File: config.mk
export PLATFORM = sky130hd
export DESIGN_NAME = pipelined_add_sub
export DESIGN_NICKNAME = d
export VERILOG_FILES = /design/src/rtl/pipelined_add_sub.sv
export SDC_FILE = /design/constraint.sdc
export NUM_CORES = 1
export LEC_CHECK = 0
export CAP_MARGIN = 20
export CORE_AREA = 2 2 84 86
export DETAILED_ROUTE_END_ITERATION = 8
export DIE_AREA = 0 0 86 88
export DONT_BUFFER_PORTS = 1
export PLACE_DENSITY_LB_ADDON = 0.12
export SYNTH_ARGS = -nofsm -noshare
export SYNTH_HDL_FRONTEND = slang
export SYNTH_SLANG_ARGS = --single-unit
File: constraint.sdc
create_clock -name i_clock -period 3.6 [get_ports i_clock]
set_input_delay 0.72 -clock i_clock [delete_from_list [all_inputs] [get_ports i_clock]]
set_output_delay 0.72 -clock i_clock [all_outputs]
set_load 0.03 [all_outputs]
File: src/rtl/pipelined_add_sub.sv
// Pipelined signed add/subtract unit: one operand slice per stage, carry
// registered between stages, global-stall valid/ready handshake, and
// registered Sum/CarryOut/Overflow/Zero/Negative. DataLength must be an
// integer multiple of SliceWidth.
module pipelined_add_sub #(
  parameter int unsigned DataLength = 16,
  parameter int unsigned SliceWidth = 4
) (
  input  logic                  i_clock,
  input  logic                  i_reset_n,
  input  logic                  i_in_valid,
  output logic                  o_in_ready,
  input  logic [DataLength-1:0] i_augend,
  input  logic [DataLength-1:0] i_addend,
  input  logic                  i_subtract_enable,
  input  logic                  i_carry_in,
  output logic                  o_out_valid,
  input  logic                  i_out_ready,
  output logic [DataLength-1:0] o_sum,
  output logic                  o_carry_out,
  output logic                  o_overflow,
  output logic                  o_zero,
  output logic                  o_negative
);

  localparam int unsigned NumStages = DataLength / SliceWidth;
  localparam int unsigned LastStage = NumStages - 1;

  logic w_advance;
  logic w_msb_cin;
  logic r_overflow;
  logic r_zero;
  logic r_negative;

  // Whole pipeline moves together; it only freezes when a finished result
  // is waiting and downstream is not taking it.
  assign w_advance  = ~o_out_valid | i_out_ready;
  assign o_in_ready = w_advance;

  for (genvar k = 0; k < NumStages; k++) begin : g_stage
    // Operand bits still to be added when entering stage k, and result
    // bits already produced after stage k.
    localparam int unsigned InW  = DataLength - k * SliceWidth;
    localparam int unsigned SumW = (k + 1) * SliceWidth;

    logic [InW-1:0]      w_a_in;
    logic [InW-1:0]      w_b_in;
    logic                w_c_in;
    logic                w_valid_in;
    logic [SliceWidth:0] w_slice;
    logic [SumW-1:0]     w_s_nxt;

    logic                r_valid;
    logic [SumW-1:0]     r_s;
    logic                r_c;

    if (k == 0) begin : g_head
      // Subtraction folded in at entry as B inverted plus inverted carry-in.
      assign w_a_in     = i_augend;
      assign w_b_in     = i_addend ^ {DataLength{i_subtract_enable}};
      assign w_c_in     = i_carry_in ^ i_subtract_enable;
      assign w_valid_in = i_in_valid;
      assign w_s_nxt    = w_slice[SliceWidth-1:0];
    end else begin : g_body
      assign w_a_in     = g_stage[k-1].g_fwd.r_a;
      assign w_b_in     = g_stage[k-1].g_fwd.r_b;
      assign w_c_in     = g_stage[k-1].r_c;
      assign w_valid_in = g_stage[k-1].r_valid;
      assign w_s_nxt    = {w_slice[SliceWidth-1:0], g_stage[k-1].r_s};
    end

    // One slice of ripple add; the top bit is the carry into the next stage.
    assign w_slice = {1'b0, w_a_in[SliceWidth-1:0]}
                   + {1'b0, w_b_in[SliceWidth-1:0]}
                   + {{SliceWidth{1'b0}}, w_c_in};

    // Stage register: valid bit, partial result and slice carry.
    always_ff @(posedge i_clock or negedge i_reset_n) begin
      if (!i_reset_n) begin
        r_valid <= 1'b0;
        r_s     <= '0;
        r_c     <= 1'b0;
      end else if (w_advance) begin
        r_valid <= w_valid_in;
        r_s     <= w_s_nxt;
        r_c     <= w_slice[SliceWidth];
      end
    end

    if (k < LastStage) begin : g_fwd
      localparam int unsigned RemW = InW - SliceWidth;

      logic [RemW-1:0] r_a;
      logic [RemW-1:0] r_b;

      // Skew the not-yet-added operand slices along with the partial sum.
      always_ff @(posedge i_clock or negedge i_reset_n) begin
        if (!i_reset_n) begin
          r_a <= '0;
          r_b <= '0;
        end else if (w_advance) begin
          r_a <= w_a_in[InW-1:SliceWidth];
          r_b <= w_b_in[InW-1:SliceWidth];
        end
      end
    end
  end

  // Carry into the MSB recovered from the MSB sum bit and its operand bits.
  assign w_msb_cin = g_stage[LastStage].w_a_in[SliceWidth-1]
                   ^ g_stage[LastStage].w_b_in[SliceWidth-1]
                   ^ g_stage[LastStage].w_slice[SliceWidth-1];

  // Status flags registered alongside the final stage result.
  always_ff @(posedge i_clock or negedge i_reset_n) begin
    if (!i_reset_n) begin
      r_overflow <= 1'b0;
      r_zero     <= 1'b0;
      r_negative <= 1'b0;
    end else if (w_advance) begin
      r_overflow <= w_msb_cin ^ g_stage[LastStage].w_slice[SliceWidth];
      r_zero     <= (g_stage[LastStage].w_s_nxt == '0);
      r_negative <= g_stage[LastStage].w_s_nxt[DataLength-1];
    end
  end

  assign o_out_valid = g_stage[LastStage].r_valid;
  assign o_sum       = g_stage[LastStage].r_s;
  assign o_carry_out = g_stage[LastStage].r_c;
  assign o_overflow  = r_overflow;
  assign o_zero      = r_zero;
  assign o_negative  = r_negative;

endmodule

==> results.ini, run 1 <==
[grt]
grt_pass1_wl_um = 12540
antenna_found_initial = 0
track_usage = 0.2109
grt_pass1_vias = 2817
grt_max_degree = 107
overflow = 0

[logic_synthesis]
yosys.area.top_type = dfrtp_1
ys_ff_latch = 98
syn_nets = 518
syn_area_um2 = 4354
syn_inst = 460
yosysTopAreaCellShare = 0.5632
yosysWarnings = 0
synthTopCellsByArea = dfrtp_1, nand2_1, fa_1, ha_1, o21ai_0
syn_avg_cell_area_um2 = 9.466
ys_seq_area_frac = 0.5632
synth.distinct_cells = 28

[routing]
via_count = 2815
wl_per_cell_um = 13.38
ant_nets = 0
dr.pass1.iters = 4
drc = 0
vias_per_cell = 5.272
drtIter0Drc = 188
routed_wl_um = 7143

[clocking]
postCtsSetupBuffers = 0
cts_tree = done
cts_buffers = 9
ctsHtreeMaxLevel = 3
cts_sinks = 98
path_clk_slew_ns = 0.10
cts_root_buffer = clkbuf_8
postCtsHoldBufs = 0
clk_latency_ns = 0.35
post_cts_resized = 0
clock_path_buffers = 2

[sta]
worst-slew-pin-transition_ns = 0.9774
hold_viol = 0
layout_setup_ws_ns = 1.254
fmax_mhz = 426.2
timing.final.crit_share = 0.6518
rsz0062_at_grt = no
setup_viol = 0
fin_setup_tns_ns = 0
relSlewSlack = 0.3484
finalClockSkew_ns = 0.008153
drv_slew = 0
min_period_ns = 2.346

[pwr]
power_density_nw_per_um2 = 910.3
p_leak_nw = 2.301
ir_worst_vdd_v = 0.0003698

[finish]
final_nets = 507
n_antenna_cell = 0
mostFrequentLayoutCell = nand2_1
drive_above_1_share = 0.05066
fin_cells = 534
fill_cells = 547
syn_to_final_growth_pct = 4.799
mostFrequentLayoutCells = nand2_1, dfrtp_1, o21ai_0, xnor2_1

[outcome]
status = complete, no violations

[placed_design]
dp_slack_ns = 1.311
dp_hpwl_um = 4634
placed_cells = 518
port_buffers = 0
gp_congestion = 0.7875

[worst_hold_path]
hold_path.class = primary input to asynchronous set/reset pin

[die]
die_h_um = 88
die-area_um2 = 7568
num_io_pins = 60
die_x_um = 86
core.rowCount = 30
start_util = 0.6554
fp.coreArea_um2 = 6644

[critical_path]
worst_path_max_delay_cell = inv_4
required_ns = 2.88
path_max_fanout = 72
worstPathArrival_ns = 1.63
setup.worst_path.class = register to output pin
cp-end-kind = output pin
cpLargestDelayFamily = buffers and inverters
slowest_delay_ns = 0.54
start_kind = register
crit_buf_inv = 1
path_cells = nor2b_4, inv_4

[flow_run]
maxCapViolations = 0

worst reg2reg max path, stage by stage (launching register included):
cell and delay, ns:
dfrtp_1 0.33, inv_1 0.07, fa_1 0.49, fa_1 0.42, nand2b_1 0.16, a21oi_1 0.20, xnor2_1 0.14, o21ai_0 0.09
sequential cells by signal, indices dropped and copies added, names as in the netlist:
signal and cells:
g_stage.g_fwd.r_a 24, g_stage.g_fwd.r_b 24, g_stage.r_s 24, o_sum 16, g_stage.r_c 3, g_stage.r_valid 3
o_carry_out 1, o_out_valid 1, o_overflow 1, o_zero 1
stage by stage:
| step | cell area, um2 | hold WS (ns) | total power, mW | utilization |
|---|---|---|---|---|
| after detailed placement | 4335 | 0.4263 | 3.411 | 0.6525 |
| after global placement | 4335 | 0.4264 | 3.326 | 0.6525 |
| final | 4563 | 0.04861 | 4.154 | 0.6868 |
| after CTS | 4563 | 0.03209 | 4.197 | 0.6868 |
| after floorplan | 4354 | 0.4244 | 3.129 | - |
| after global routing | 4563 | 0.02379 | 4.520 | 0.6868 |
path summary, 6_finish.rpt:
check	cells past startpoint	slack, ns	start	endpoint
max	2	1.25	o_out_valid	o_in_ready
min	0	0.05	i_reset_n	o_sum[2]
max reg2reg	7	1.55	g_stage[2].r_c	o_overflow
min reg2reg	2	0.47	g_stage[2].r_valid	g_stage[2].r_valid
max in group asynchronous	0	3.44	i_reset_n	g_stage[1].r_s[4]
min in group i_clock	2	0.47	g_stage[2].r_valid	g_stage[2].r_valid
area by class of cell:
cell class,instances,area (um2),share of cell area
timing repair buffer,2,15.01,0.003290
clock buffer,11,141.4,0.03098
inverter,10,40.04,0.008774
tap,80,100.1,0.02194
clock inverter,5,86.33,0.01892
multi-input combinational,328,1728,0.3787
sequential,98,2452,0.5374
layer usage:
metal / track usage / share of wire
met4: 0.08514 / 0.019
met3: 0.03770 / 0.033
met1: 0.2933 / 0.48
met2: 0.3333 / 0.46
met5: 0 / 0
cells by family (layout without fill, tap and decap cells):
family | after synthesis | in the layout | synth area share
DFF | 98 | 98 | 0.5632
AOI/OAI and AO/OA | 48 | 48 | 0.06035
xor gates and xnor gates | 25 | 25 | 0.05029
and+or+nand+nor | 234 | 234 | 0.2106
muxes | 1 | 1 | 0.002586
adders and majority gates | 20 | 20 | 0.07126
buffers and inverters | 34 | 28 | 0.04167
power by group:
group | switching [mW] | leakage, nW | internal [mW]
clock network | 0.367 | 0.108 | 0.416
registers | 0.518 | 1.19 | 1.58
logic | 0.742 | 1.00 | 0.529
total | 1.63 | 2.30 | 2.53
cell usage after synthesis (all sizes together):
master and n:
a211oi 1, a21o 5, a21oi 12, a22o 1, buf 20, clkbuf 4
dfrtp 98, fa 8, ha 12, inv 10, mux2 1, nand2 216
nand2b 2, nand3 1, nand4b 1, nor2 9, nor2b 2, nor4 2
nor4b 1, o21ai 29, xnor2 15, xor2 10
(Power assumes the default switching activity.)
==> run 2: changes to the inputs <==
CORE_AREA = 2 2 91 93   (was 2 2 84 86)
DIE_AREA = 0 0 93 95   (was 0 0 86 88)
clock period = 1.9 ns   (was 3.6 ns; I/O delays follow)
==> results.ini, run 2 (synthesized netlist as in run 1, its figures left out) <==
[outcome]
status = complete, but fails checks
violations = hold timing

[critical_path]
slowest_delay_ns = 0.39
setup.worst_path.class = register to register
r2r_setup_slack_ns = 0.05
cpLargestDelayFamily = adder cells
cp-end-kind = register
crit_buf_inv = 1
rr_worst_depth = 7
required_ns = 2.19
r2r_start = g_stage[2].r_c
worstPathArrival_ns = 2.15
worst-path-stages = 7
path_cells = inv_2, fa_2, fa_2, xor2_2, nand3_1, nor4_2, a22o_1
path_max_fanout = 2
worst_path_max_delay_cell = fa_2
crit_top_cell = fa_2
start_kind = register
rr_endpoint = o_zero

[routing]
wl_per_cell_um = 13.16
routed_wl_um = 7450
drc = 0
via_count = 2803
ant_nets = 0
drtIter0Drc = 161
dr.pass1.iters = 4
vias_per_cell = 4.952

[sta]
rsz0062_at_grt = yes
hold_viol = 98
finalClockSkew_ns = 0.007031
timing.final.crit_share = 0.9757
min_period_ns = 1.854
setup_viol = 0
drv_slew = 0
fin_hold_ws_ns = -0.2951
fin_setup_tns_ns = 0
worst-slew-pin-transition_ns = 0.5530
fmax_mhz = 539.4
relSlewSlack = 0.6314
layout_setup_ws_ns = 0.04614

[finish]
fin_cells = 566
multi_input_area_um2 = 1762
final_nets = 516
drive_above_1_share = 0.09111
finalInstanceArea_um2 = 4710
syn_to_final_growth_pct = 8.161
seq_area_um2 = 2452
final_core_util = 0.5941
mostFrequentLayoutCells = nand2_1, dfrtp_1, o21ai_0, xnor2_1, ha_1
n_antenna_cell = 0
reg_top3 = g_stage.g_fwd.r_a: 24 flops, g_stage.g_fwd.r_b: 24 flops, g_stage.r_s: 24 flops
mostFrequentLayoutCell = nand2_1
fill_cells = 750

[pwr]
power_mw = 8.240
ir_worst_vdd_v = 0.0006158
p_leak_nw = 2.343
power_density_nw_per_um2 = 1750

[die]
start_util = 0.5492
core.rowCount = 33
die_x_um = 93
fp.coreArea_um2 = 7928
die-area_um2 = 8835
num_io_pins = 60
die_h_um = 95

[grt]
grt_pass1_wl_um = 13010
grt_max_degree = 107
track_usage = 0.1876
antenna_found_initial = 0
overflow = 0
grt_pass1_vias = 2845

[clocking]
ctsHtreeMaxLevel = 3
cts_tree = done
cts_buffers = 9
cts_sinks = 98
clk_latency_ns = 0.36
cts_root_buffer = clkbuf_8
clock_path_buffers = 2
path_clk_slew_ns = 0.09

[placed_design]
dp_hpwl_um = 4899
port_buffers = 0
placed_cells = 548
gp_congestion = 0.7737
placed_cell_area_um2 = 4429
dp_slack_ns = -0.08774

[worst_hold_path]
hold_path.class = primary input to asynchronous set/reset pin

[flow_run]
maxCapViolations = 0

-- run 2: worst max-delay path by stage --
stage | to | slack (ns) | startpoint
finish | o_zero | 0.05 | g_stage[2].r_c
global route | o_zero | -0.06 | g_stage[2].r_c
CTS | g_stage[2].r_c | 0.009 | g_stage[1].r_c
detailed placement | o_zero | -0.09 | g_stage[2].r_c
global placement | o_overflow | -0.03 | g_stage[2].r_c
floorplan | g_stage[0].r_c | -0.15 | i_subtract_enable
-- run 2: what timing repair did --
item,4_1_cts,5_1_grt
gates cloned,0,0
setup buffers,2,2
setup endpoints to repair,2,3
resized for setup,2,6
pin swaps,0,1
endpoints found under the hold margin,98,98
-- run 2: report_power, final --
group / internal (mW) / switching [mW] / total [mW]
sequential: 3.00 / 0.982 / 3.98
combinational: 1.22 / 1.49 / 2.72
clock: 0.860 / 0.683 / 1.54
total: 5.08 / 3.16 / 8.24
-- run 2: layout make-up --
type / instances / area share
sequential: 98 / 0.5207
multi-input combinational: 328 / 0.3741
tap: 105 / 0.02790
clock buffer: 9 / 0.02630
clock inverter: 5 / 0.02232
timing repair buffer: 11 / 0.02019
inverter: 10 / 0.008502
-- run 2: layer usage --
| metal | GRT usage | wire length (um) | vias up |
|---|---|---|---|
| met3 | 0.03033 | 319 | 14 |
| met4 | 0.09559 | 178 | 0 |
| met1 | 0.2618 | 3634 | 1300 |
| li1 | - | - | 1424 |
| met2 | 0.2868 | 3317 | 65 |
| met5 | 0 | 0 | - |
==> variant 1, RTL diff (settings of run 1) <==
Put one more register stage on the output `o_overflow`, without a reset. The value now appears one clock later. The other outputs are not delayed to match.
--- a/src/rtl/pipelined_add_sub.sv
+++ b/src/rtl/pipelined_add_sub.sv
@@ -128,5 +128,7 @@
   assign o_sum       = g_stage[LastStage].r_s;
   assign o_carry_out = g_stage[LastStage].r_c;
-  assign o_overflow  = r_overflow;
+  always_ff @(posedge i_clock) begin
+    o_overflow <= r_overflow;
+  end
   assign o_zero      = r_zero;
   assign o_negative  = r_negative;
Function: changed (a bounded check fails within 10 cycles, from zero or initial values and one cycle with i_reset_n low).
==> variant 1 against run 1 <==
Sequential cell count up 1. Wire length is 0.31% higher. Total power fell by 2.0%. Worst setup slack gained 0.090 ns. Design area down 0.27%. Critical path depth unchanged. Area after synthesis is 0.23% lower. Highest routed layer unchanged.
==> variant 1: results (changes against run 1) <==
worst_setup_path:
  cp_max_fo: 33  # -54%
  worst_path_max_delay_cell: "dfrtp_1"
  crit_arrival_ns: 1.54  # -0.09 ns
  worst_r2r_path_depth: 6  # -1
  timing.rr.end: "g_stage[2].r_s[11]"
  reg2reg_slack_ns: 1.50  # -0.05 ns
  slowest_delay_ns: 0.50  # -0.04 ns
  r2r-start: "o_out_valid"
  cp_top_family: "flip-flops"
cts:
  clockBufferDepth: 2  # unchanged
  cts_buffers: 9  # unchanged
  cts_setup_buffers: 0  # unchanged
  cts_resized: 0  # unchanged
  root_buffer: "clkbuf_8"
  ctsHtreeMaxLevel: 3  # unchanged
  path_clk_slew_ns: 0.09
  clk_latency_ns: 0.36
  ctsHoldBuffers: 0  # unchanged
finish:
  antenna_cells: 0  # unchanged
  num-fill-cells: 559  # +2.2%
  layout-drive-gt1-share_pct: 4.59  # -0.48 points
  reg_top3: "g_stage.g_fwd.r_a x24, g_stage.g_fwd.r_b x24, g_stage.r_s x24"
  num-nets-final: 511  # +0.79%
timing:
  whs_ns: 0.0374  # -0.0112 ns
  finalClockSkew_ns: 0.0121  # +0.00399 ns
  slew_headroom_pct: 36.3  # +1.5 points
grt:
  track_usage_pct: 21.2  # +0.059 points
  grt_pass1_vias: 2795  # -0.78%
  grt_max_degree: 104  # -2.8%
  antenna_found_initial: 0  # unchanged
  grt_pass1_wl_mm: 12.3  # -2.3%
drt:
  first_pass_iters: 4  # unchanged
  wl_met1_mm: 3.44  # -0.29%
  wl_met2_mm: 3.23  # -2.6%
  highest_layer: "met4"
  met3WireLength_um: 340  # +42%
  first_iter_violations: 159  # -15%
  via_count: 2822  # +0.25%
  routed_wl_mm: 7.17  # +0.31%
synth:
  syn_nets: 521  # +0.58%
  synth_warnings: 0  # unchanged
  synth_cell_type_count: 28  # unchanged
  synthFlopType: "dfrtp_1"
  synthTopCellsByCount: "nand2_1 (214), dfrtp_1 (98), o21ai_1 (23)"
  seq_area_frac_synth_pct: 56.9  # +0.59 points
  synthTopCellsByArea: "dfrtp_1 (56%), nand2_1 (18%), fa_1 (3.7%)"
  async_flop_share_pct: 99.0  # -1.0 points
placement:
  io_buffers: 0  # unchanged
  pre_cts_ws_ns: 1.31  # -0.00544 ns
  globalplace.congestion: 0.757  # -3.8%
  hpwlAfterDp_mm: 4.73  # +2.1%
hold_path:
  min_path_type: "input pin to async pin"
power_and_ir_drop:
  ir_worst_vdd_uv: 724  # +96%
  leakage_nw: 2.31  # +0.37%
run_status:
  status: "finished, final reports clean"
variant 1: power by group:
group,total [mW],switching (mW),internal (mW),leakage [nW]
clock network,0.706,0.365,0.341,0.0888
registers,2.13,0.525,1.60,1.19
logic,1.24,0.724,0.515,1.03
variant 1: worst max-delay path by stage:
stage	start	end	slack, ns	depth (start not counted)
2_1_floorplan	i_subtract_enable	g_stage[0].r_c	1.01	8
3_3_place_gp	i_subtract_enable	g_stage[0].r_c	1.34	6
3_5_place_dp	i_subtract_enable	g_stage[0].r_c	1.31	6
4_1_cts	o_out_valid	o_in_ready	1.32	2
5_1_grt	o_out_valid	o_in_ready	1.27	2
6_report	o_out_valid	o_in_ready	1.34	2
variant 1: metal layers:
| metal | up-vias | track usage, % |
|---|---|---|
| met5 | - | 0 |
| met4 | 0 | 9.52 |
| met3 | 17 | 4.43 |
| met2 | 69 | 34.3 |
| met1 | 1307 | 27.8 |
| li1 | 1429 | - |
variant 1: area by class of cell:
cell class	count	area [µm²]	share of cell area, %
sequential	99	2470	54.3
multi-input combinational	328	1710	37.6
clock buffer	12	145	3.19
tap	80	100	2.20
clock inverter	4	52.6	1.15
inverter	12	45.0	0.990
timing repair buffer	3	22.5	0.495
variant 1: logic make-up (layout without fill, tap and decap cells):
logic type,count (synthesis),count (layout),synth area share (%)
AO/OA/AOI/OAI,49,49,6.11
XOR/XNOR,23,23,4.64
adder cells (fa/ha/maj),20,20,7.14
buffers and inverters,36,31,3.77
flip-flops,99,99,56.9
AND/OR/NAND/NOR,236,236,21.4
variant 1: through the flow:
| step | instances | area (µm²) |
|---|---|---|
| 6_report | 538 | 4550 |
| 5_1_grt | 538 | 4550 |
| 4_1_cts | 538 | 4550 |
| 3_5_place_dp | 522 | 4350 |
| 3_3_place_gp | 522 | 4350 |
| 2_1_floorplan | 463 | 4340 |
variant 1: worst reg2reg max path, stage by stage (launching register included):
cell and delay (ns):
dfrtp_1 0.50, nor2b_4 0.18, inv_2 0.49, buf_4 0.50, nand2_1 0.11, a21oi_1 0.12
nor3_1 0.07
==> variant 2, RTL diff (flow settings as in run 1) <==
Made on the original files. The parameter `DataLength` goes from 16 to 8.
--- a/src/rtl/pipelined_add_sub.sv
+++ b/src/rtl/pipelined_add_sub.sv
@@ -4,5 +4,5 @@
 // integer multiple of SliceWidth.
 module pipelined_add_sub #(
-  parameter int unsigned DataLength = 16,
+  parameter int unsigned DataLength = 8,
   parameter int unsigned SliceWidth = 4
 ) (
Interface: changed (resized i_addend, i_augend and o_sum); port bits go from 60 to 36. The function was not compared with the original's and may differ.
==> variant 2 against run 1 <==
Count of clock-buffer cells in the layout shrank 7. Wire length shrank 62%. Final cell count decreased by 60%. Design area is 68% lower. Worst setup slack better by 0.013 ns. Highest routed layer unchanged. Area after synthesis shrank 69%. Die area is the same. Total power shrank 77%. Core utilization shrank 47 points. Sequential cell count decreased by 72.
==> variant 2: results (changes against run 1) <==
finish:
  largest_reg_flops: 8
  layout-drive-gt1-share_pct: 6.67  # +1.6 points
  final-instance-count-excl-fill: 215  # -60%
  antenna_cells: 0  # unchanged
grt:
  grt_pass1_vias: 891  # -68%
  grt_max_degree: 29  # -73%
  antenna_found_initial: 0  # unchanged
  track_usage_pct: 7.72  # -13 points
  grt_pass1_wl_mm: 4.57  # -64%
hold_path:
  min_path_type: "input pin to async pin"
worst_setup_path:
  timing.rr.end: "o_overflow"
  cp_max_fo: 28  # -61%
  reg2reg_slack_ns: 1.67  # +0.12 ns
  worst_r2r_path_depth: 7  # unchanged
  crit_end: "o_in_ready"
  r2r-start: "g_stage[0].r_c"
  crit_arrival_ns: 1.61  # -0.02 ns
  crit_start: "o_out_valid"
synth:
  synth_cell_type_count: 26  # -7.1%
  synthXorXnorAreaFrac_pct: 9.07  # +4.0 points
  synthAdderAreaFrac_pct: 11.5  # +4.3 points
  async_flop_share_pct: 100  # unchanged
  syn_nets: 169  # -67%
  synth-compound-area-share_pct: 8.97  # +2.9 points
  seq_area_frac_synth_pct: 48.1  # -8.2 points
  synthTopCellsByCount: "nand2_1 (38), dfrtp_1 (26), xor2_1 (9)"
  syn_avg_cell_area_um2: 9.87  # +4.3%
  synthMuxAreaShare_pct: 0  # -0.26 points
  synth_warnings: 0  # unchanged
  synthTopCellsByArea: "dfrtp_1 (48%), nand2_1 (11%), fa_1 (5.9%)"
cts:
  root_buffer: "clkbuf_8"
  cts_resized: 0  # unchanged
  ctsHtreeMaxLevel: 1  # -2
  clockBufferDepth: 2  # unchanged
  clk_latency_ns: 0.27  # -0.08 ns
  cts_setup_buffers: 0  # unchanged
  path_clk_slew_ns: 0.09
  cts_buffers: 3  # -6
drt:
  via_count: 855  # -70%
  drtAntennaViolNets: 0  # unchanged
  first_pass_iters: 4  # unchanged
  detail_route.wl_per_cell_um: 12.7  # -5.2%
  first_iter_violations: 27  # -86%
power_and_ir_drop:
  p_sw_mw: 0.379  # -77%
  leakage_nw: 0.689  # -70%
  ir_worst_vdd_uv: 148  # -60%
placement:
  hpwlAfterDp_mm: 2.12  # -54%
  dpl.cell_count: 211  # -59%
  io_buffers: 0  # unchanged
  globalplace.congestion: 0.697  # -12%
timing:
  worst_pin_slew_ns: 0.570  # -0.407 ns
  finalClockSkew_ns: 0.00384  # -0.00431 ns
run_status:
  status: "finished, final reports clean"
-- variant 2: area by class of cell --
cell class,instances,area (µm²)
Timing Repair Buffer,1,7.51
Sequential cell,26,651
Inverter,6,22.5
Clock buffer,4,55.1
Fill cell,719,5180
Tap cell,80,100
Multi-Input combinational cell,98,627
-- variant 2: power by group through the flow --
| stage | clock network [mW] | logic [mW] | registers (mW) |
|---|---|---|---|
| floorplan | 0 | 0.203 | 0.513 |
| global placement | 0 | 0.215 | 0.542 |
| detailed placement | 0 | 0.218 | 0.545 |
| CTS | 0.197 | 0.218 | 0.539 |
| global route | 0.211 | 0.252 | 0.547 |
| finish | 0.192 | 0.212 | 0.535 |
-- variant 2: worst min-delay path by stage --
| stage | end | cells after the start |
|---|---|---|
| finish | o_out_valid | 0 |
| global route | o_out_valid | 0 |
| CTS | o_out_valid | 0 |
| detailed placement | o_out_valid | 0 |
| global placement | o_out_valid | 0 |
| floorplan | g_stage[0].g_fwd.r_a[0] | 0 |
-- variant 2: metrics by stage --
stage	worst slack, ns	hold WS (ns)	utilization [%]	cell area (µm²)
6_report	1.27	0.132	22.0	1460
2_1_floorplan	1.14	0.424	-	1350
4_1_cts	1.24	0.125	22.0	1460
3_3_place_gp	1.29	0.425	21.2	1410
3_5_place_dp	1.25	0.425	21.2	1410
5_1_grt	1.15	0.110	22.0	1460
-- variant 2: logic make-up (layout without fill, tap and decap cells) --
group | after synthesis | count (layout)
AND/OR/NAND/NOR | 53 | 53
flip-flops | 26 | 26
AO/OA/AOI/OAI | 21 | 21
XOR/XNOR | 14 | 14
buffers and inverters | 13 | 11
adder cells (fa/ha/maj) | 10 | 10
-- variant 2: worst max-delay path, cell delays in order (launching register included) --
cell     delay, ns
dfrtp_1       0.50
nor2b_4       0.17
buf_4         0.21
inv_2         0.45
-- variant 2: layer usage --
metal	up-vias	share of wire (%)	GRT usage, %
li1	431	-	-
met1	394	46	9.97
met2	28	45	12.1
met3	2	7.9	2.73
met4	0	1.1	2.60
met5	-	0	0
